[src/rtl/area_accumulator_if.sv]
// Two /dav-rfd handshakes around the area accumulator: areas arrive on the
// input side, batch totals leave on the output side.
interface area_accumulator_if;
  logic [15:0] data_in;
  logic        dav_in_;
  logic        rfd_in;
  logic [23:0] data_out;
  logic        dav_out_;
  logic        rfd_out;

  modport slave (
    input  data_in,
    input  dav_in_,
    output rfd_in,
    output data_out,
    output dav_out_,
    input  rfd_out
  );

  modport master (
    output data_in,
    output dav_in_,
    input  rfd_in,
    input  data_out,
    input  dav_out_,
    output rfd_out
  );
endinterface

[src/rtl/area_accumulator.sv]
// Sums BATCH consecutive 16-bit areas taken over a /dav-rfd handshake and
// hands the 24-bit total to a consumer over a second /dav-rfd handshake.
module area_accumulator #(
  parameter int unsigned BATCH = 4
) (
  input  logic              clock,
  input  logic              reset,
  area_accumulator_if.slave bus
);

  localparam logic [7:0] BATCH_CNT = 8'(BATCH);

  typedef enum logic [1:0] {
    S0 = 2'd0,
    S1 = 2'd1,
    S2 = 2'd2,
    S3 = 2'd3
  } star_t;

  star_t       r_star;
  logic [23:0] r_acc;
  logic [7:0]  r_cnt;
  logic [23:0] r_out;
  logic        r_hs_l;
  logic        r_hs_r;

  logic [23:0] w_area_ext;
  logic [23:0] w_sum;
  logic        w_batch_full;

  function automatic logic [23:0] zext_area(input logic [15:0] area);
    return {8'h00, area};
  endfunction

  assign w_area_ext   = zext_area(bus.data_in);
  assign w_sum        = r_acc + w_area_ext;
  assign w_batch_full = (r_cnt == BATCH_CNT);

  // Handshake sequencer; every output is taken straight from its registers.
  always_ff @(posedge clock or posedge reset) begin
    if (reset) begin
      r_star <= S0;
      r_acc  <= 24'd0;
      r_cnt  <= 8'd0;
      r_out  <= 24'd0;
      r_hs_l <= 1'b1;
      r_hs_r <= 1'b1;
    end else begin
      case (r_star)
        S0: begin
          if (!bus.dav_in_) begin
            r_acc  <= w_sum;
            r_cnt  <= r_cnt + 8'd1;
            r_hs_l <= 1'b0;
            r_star <= S1;
          end else begin
            r_star <= S0;
          end
        end
        S1: begin
          // Waiting for the producer to release keeps a long-held area counted once.
          if (bus.dav_in_) begin
            if (w_batch_full) begin
              r_star <= S2;
            end else begin
              r_hs_l <= 1'b1;
              r_star <= S0;
            end
          end else begin
            r_star <= S1;
          end
        end
        S2: begin
          if (bus.rfd_out) begin
            r_out  <= r_acc;
            r_hs_r <= 1'b0;
            r_star <= S3;
          end else begin
            r_star <= S2;
          end
        end
        S3: begin
          if (!bus.rfd_out) begin
            r_hs_r <= 1'b1;
            r_acc  <= 24'd0;
            r_cnt  <= 8'd0;
            r_hs_l <= 1'b1;
            r_star <= S0;
          end else begin
            r_star <= S3;
          end
        end
        default: begin
          r_star <= S0;
          r_acc  <= 24'd0;
          r_cnt  <= 8'd0;
          r_hs_l <= 1'b1;
          r_hs_r <= 1'b1;
        end
      endcase
    end
  end

  assign bus.rfd_in   = r_hs_l;
  assign bus.dav_out_ = r_hs_r;
  assign bus.data_out = r_out;

endmodule

[src/flat_wrapper.sv]
// flat-port wrapper written by rule: the top's interface ports become plain ports
module area_accumulator_flat 
#(
  parameter int unsigned BATCH = 4
)
  (clock, reset, bus_data_in, bus_dav_in_, bus_rfd_in, bus_data_out, bus_dav_out_, bus_rfd_out);
  area_accumulator_if bus_i ();
  input  logic clock;
  input  logic reset;
  input wire logic [$bits(bus_i.data_in)-1:0] bus_data_in;
  input wire logic [$bits(bus_i.dav_in_)-1:0] bus_dav_in_;
  output wire logic [$bits(bus_i.rfd_in)-1:0] bus_rfd_in;
  output wire logic [$bits(bus_i.data_out)-1:0] bus_data_out;
  output wire logic [$bits(bus_i.dav_out_)-1:0] bus_dav_out_;
  input wire logic [$bits(bus_i.rfd_out)-1:0] bus_rfd_out;
  assign bus_i.data_in = bus_data_in;
  assign bus_i.dav_in_ = bus_dav_in_;
  assign bus_rfd_in = bus_i.rfd_in;
  assign bus_data_out = bus_i.data_out;
  assign bus_dav_out_ = bus_i.dav_out_;
  assign bus_i.rfd_out = bus_rfd_out;
  area_accumulator #(.BATCH(BATCH)) u_core (.clock(clock), .reset(reset), .bus(bus_i));
endmodule
[config.mk]
export PLATFORM = sky130hd
export DESIGN_NAME = area_accumulator_flat
export DESIGN_NICKNAME = d
export VERILOG_FILES = /design/src/rtl/area_accumulator_if.sv /design/src/rtl/area_accumulator.sv /design/src/flat_wrapper.sv
export SDC_FILE = /design/constraint.sdc
export NUM_CORES = 1
export LEC_CHECK = 0
export ABC_AREA = 0
export CORE_ASPECT_RATIO = 0.6
export CORE_MARGIN = 2
export CORE_UTILIZATION = 30
export CTS_BUF_LIST = sky130_fd_sc_hd__clkbuf_16
export CTS_CLUSTER_DIAMETER = 60
export DETAILED_ROUTE_END_ITERATION = 8
export GPL_ROUTABILITY_DRIVEN = 0
export SYNTH_ARGS = -nofsm -noshare
export SYNTH_HDL_FRONTEND = slang
export SYNTH_SLANG_ARGS = --single-unit
[constraint.sdc]
create_clock -name clock -period 2.5 [get_ports clock]
set_input_delay 0.75 -clock clock [delete_from_list [all_inputs] [get_ports clock]]
set_output_delay 0.75 -clock clock [all_outputs]
set_load 0.02 [all_outputs]
==> impl_metrics.env <==
export IMPL_grt_start_max_net_pins=26
export IMPL_clk_latency_ns=0.34
export IMPL_initial_utilization_pct=30.7
export IMPL_dr_pass1_iters=5
export IMPL_drc=0
export IMPL_ys_seq_area_share_pct=46.5
export IMPL_rrSetupSlack_ns=0.14
export IMPL_grt_pass1_vias=2747
export IMPL_numCtsBuffers=9
export IMPL_dieWidth_um=138
export IMPL_yosys_register_bits=60
export IMPL_overflow=0
export IMPL_synthToLayoutAreaGrowth_pct=49.6
export IMPL_path_clk_slew_ns=0.05
export IMPL_cp_slowest_cell="or3_1"
export IMPL_cp_depth=8
export IMPL_routed_wl_um=8740
export IMPL_final_common_cell="dfrtp_1"
export IMPL_ios=46
export IMPL_fillCellCount=962
export IMPL_synth_top_area_cell="dfrtp_1"
export IMPL_crit_fanout=5
export IMPL_rr_endpoint="u_core.r_acc[10]$_DFFE_PP0P_"
export IMPL_drv_slew=0
export IMPL_status="complete, no violations"
export IMPL_grt_setup_unrepaired="yes"
export IMPL_synthArstFlopShare_pct=100
export IMPL_max_freq_mhz=407
export IMPL_drive_gt1_share_pct=32.8
export IMPL_synth_ff_type="dfrtp_1"
export IMPL_antenna_found_initial=0
export IMPL_multi_input_comb_area_um2=2010
export IMPL_critical_path_max_stage_delay_ns=0.37
export IMPL_synth_warnings=0
export IMPL_htreeDepth=3
export IMPL_vias_per_cell=4.91
export IMPL_finalSetupViolations=0
export IMPL_tritoncts="done"
export IMPL_yosys_area_top_type_share_pct=44.9
export IMPL_min_delay_start="u_core.bus.dav_out_$_DFFE_PP1P_"
export IMPL_worst_pin_slew_ns=0.519
export IMPL_grt_use_total_pct=15.6
export IMPL_synth_edff_count=0
export IMPL_power_density_nw_per_um2=1090
export IMPL_clock_tree_buffer_depth=2
export IMPL_dp_cells=524
export IMPL_antenna_left=0
export IMPL_holdPathStages=2
export IMPL_grt_pass1_wl_um=14300
export IMPL_synth_compound_area_share_pct=16.4
export IMPL_synth_area_um2=3230
export IMPL_syn_num_nets=342
export IMPL_yosys_area_share_simple_pct=13.2
export IMPL_diodes=0
export IMPL_drtIter0Drc=146
export IMPL_slew_limit_headroom_pct=65.1
export IMPL_synth_cell_types=54
export IMPL_p_total_w=0.00527
export IMPL_path_delay_family="compound AO/OA/AOI/OAI gates"
export IMPL_synth_cells=303
export IMPL_arrival_ns=2.67
export IMPL_min_to="u_core.bus.dav_out_$_DFFE_PP1P_"
export IMPL_rr_startpoint="u_core.r_acc[0]$_DFFE_PP0P_"
export IMPL_min_period_over_period_pct=98.3
export IMPL_hold_violations=0
export IMPL_p_leak_nw=2.16
export IMPL_final_cells=547
export IMPL_endpoint_kind="flip-flop"
export IMPL_via_count=2688
export IMPL_die_h_um=84.4
export IMPL_clock_sinks=60
export IMPL_startpoint_type="input pin"
export IMPL_dieArea_um2=11700
export IMPL_clock_skew_ns=0.00721
export IMPL_regArea_um2=1500
export IMPL_synthAdderAreaFrac_pct=7.58
export IMPL_rows=29
export IMPL_avgSynthCellArea_um2=10.7
export IMPL_synthMuxAreaShare_pct=9.59
export IMPL_final_nets=442
export IMPL_final_util_pct=46.0
export IMPL_ir_drop_uv=412
export IMPL_dpl_cell_area_um2=4240
export IMPL_max_cap_violations=0
export IMPL_timing_critical_path_cells="dlygate4sd2_1 -> ha_1 -> a21oi_1 -> o22ai_4 -> o21ai_4 -> a21oi_2 -> or3_1 -> a32o_1"
export IMPL_final_cell_mix="dfrtp_1, buf_4, nand2_1, clkdlybuf4s50_1, mux2_2"
export IMPL_synth_top_family_by_area="compound AO/OA/AOI/OAI gates"
export IMPL_clock_root_buffer="clkbuf_16"
export IMPL_fin_crit_ns=2.46
export IMPL_io_buffers=45
export IMPL_worstHoldPathType="reg -> reg"
export IMPL_crit_buf_inv=1
export IMPL_crit_type="in -> reg"
export IMPL_final_area_um2=4840
export IMPL_wl_per_cell_um=16.0
export IMPL_required_ns=2.72
export IMPL_reg2reg_depth=8
export IMPL_core_um2=10500
export IMPL_dp_hpwl_um=6020
export IMPL_synth_xor_area_share_pct=4.60
export IMPL_holdWs_ns=0.465
export IMPL_synthTopCellsByArea="dfrtp_1, mux2_2, ha_1"
sequential cells by signal, indices dropped and copies added, names as in the netlist:
register / count
u_core.bus.data_out: 24
u_core.r_acc: 24
u_core.r_cnt: 8
u_core.bus.dav_out_: 1
u_core.r_star: 2
u_core.bus.rfd_in: 1
per-stage QoR:
stage / worst slack (ns) / setup TNS, ns
after floorplan: -0.0178 / -0.0178
after global placement: -0.647 / -9.30
after detailed placement: -0.647 / -9.23
after CTS: 0.000642 / 0
after global routing: -0.0305 / -0.0708
final: 0.0429 / 0
logic make-up (layout without fill, tap and decap cells):
logic type	Yosys count	count (layout)
compound gates	79	79
xor+xnor	17	17
fa+ha+maj	19	19
buf+inv	16	121
flops	60	60
mux	28	28
simple gates	84	84
tightest hold or removal path, delay by kind of cell, from the launching register on:
family / cells / cell delay (ns)
simple gates: 2 / 0.10
flops: 1 / 0.37
worst max-delay path by stage:
stage | startpoint | endpoint | slack (ns)
finish | bus_data_in[3] | u_core.r_acc[15]$_DFFE_PP0P_ | 0.04
global route | bus_data_in[0] | u_core.r_acc[10]$_DFFE_PP0P_ | -0.03
CTS | bus_data_in[1] | u_core.r_acc[10]$_DFFE_PP0P_ | 0.0006
detailed placement | bus_data_in[0] | u_core.r_acc[22]$_DFFE_PP0P_ | -0.65
global placement | bus_data_in[0] | u_core.r_acc[13]$_DFFE_PP0P_ | -0.65
floorplan | bus_data_in[0] | u_core.r_acc[10]$_DFFE_PP0P_ | -0.02
power breakdown:
part | total [W] | switching [W] | internal (W) | leakage (nW)
Sequential | 0.00159 | 0.000326 | 0.00127 | 0.784
Combinational | 0.00261 | 0.00123 | 0.00138 | 1.24
Clock | 0.00107 | 0.000425 | 0.000645 | 0.136
Total | 0.00527 | 0.00198 | 0.00329 | 2.16
per-layer routing:
layer	global-route usage [%]	vias to the layer above	share of wire, %
li1	-	1312	-
met1	23.5	1308	52
met2	20.9	62	42
met3	4.85	6	4.9
met4	5.47	0	0.90
met5	0	-	0
Yosys cell counts (3+ instances only):
master,number
a21oi_1,17
or3_1,5
buf_2,3
nand2_1,35
xnor2_1,4
a32o_1,3
o211ai_1,5
clkbuf_1,6
mux2i_1,4
nand3_1,6
dfrtp_1,58
a21o_1,7
mux2_2,24
o21ai_0,18
inv_1,5
a22o_1,4
and3_1,3
o31ai_1,4
a211oi_1,4
nand4_1,5
xor2_1,13
nor2_1,10
ha_1,18
nand2b_1,5
what timing repair did:
item / 4_1_cts / 5_1_grt
gates resized for setup: 33 / 28
hold buffers: 0 / 0
setup buffers: 4 / 3
setup endpoints to repair: 15 / 12
pin swaps: 26 / 22
hold endpoints to repair: 0 / 0
area by class of cell:
cell class                      instances  area share [%]
Clock buffer                            9            4.66
Clock inverter                          7           0.569
Inverter                                5           0.388
Multi-Input combinational cell        227            41.5
Sequential cell                        60            31.1
Tap cell                              139            3.60
Timing Repair Buffer                  100            18.2
(Power assumes the default switching activity.)
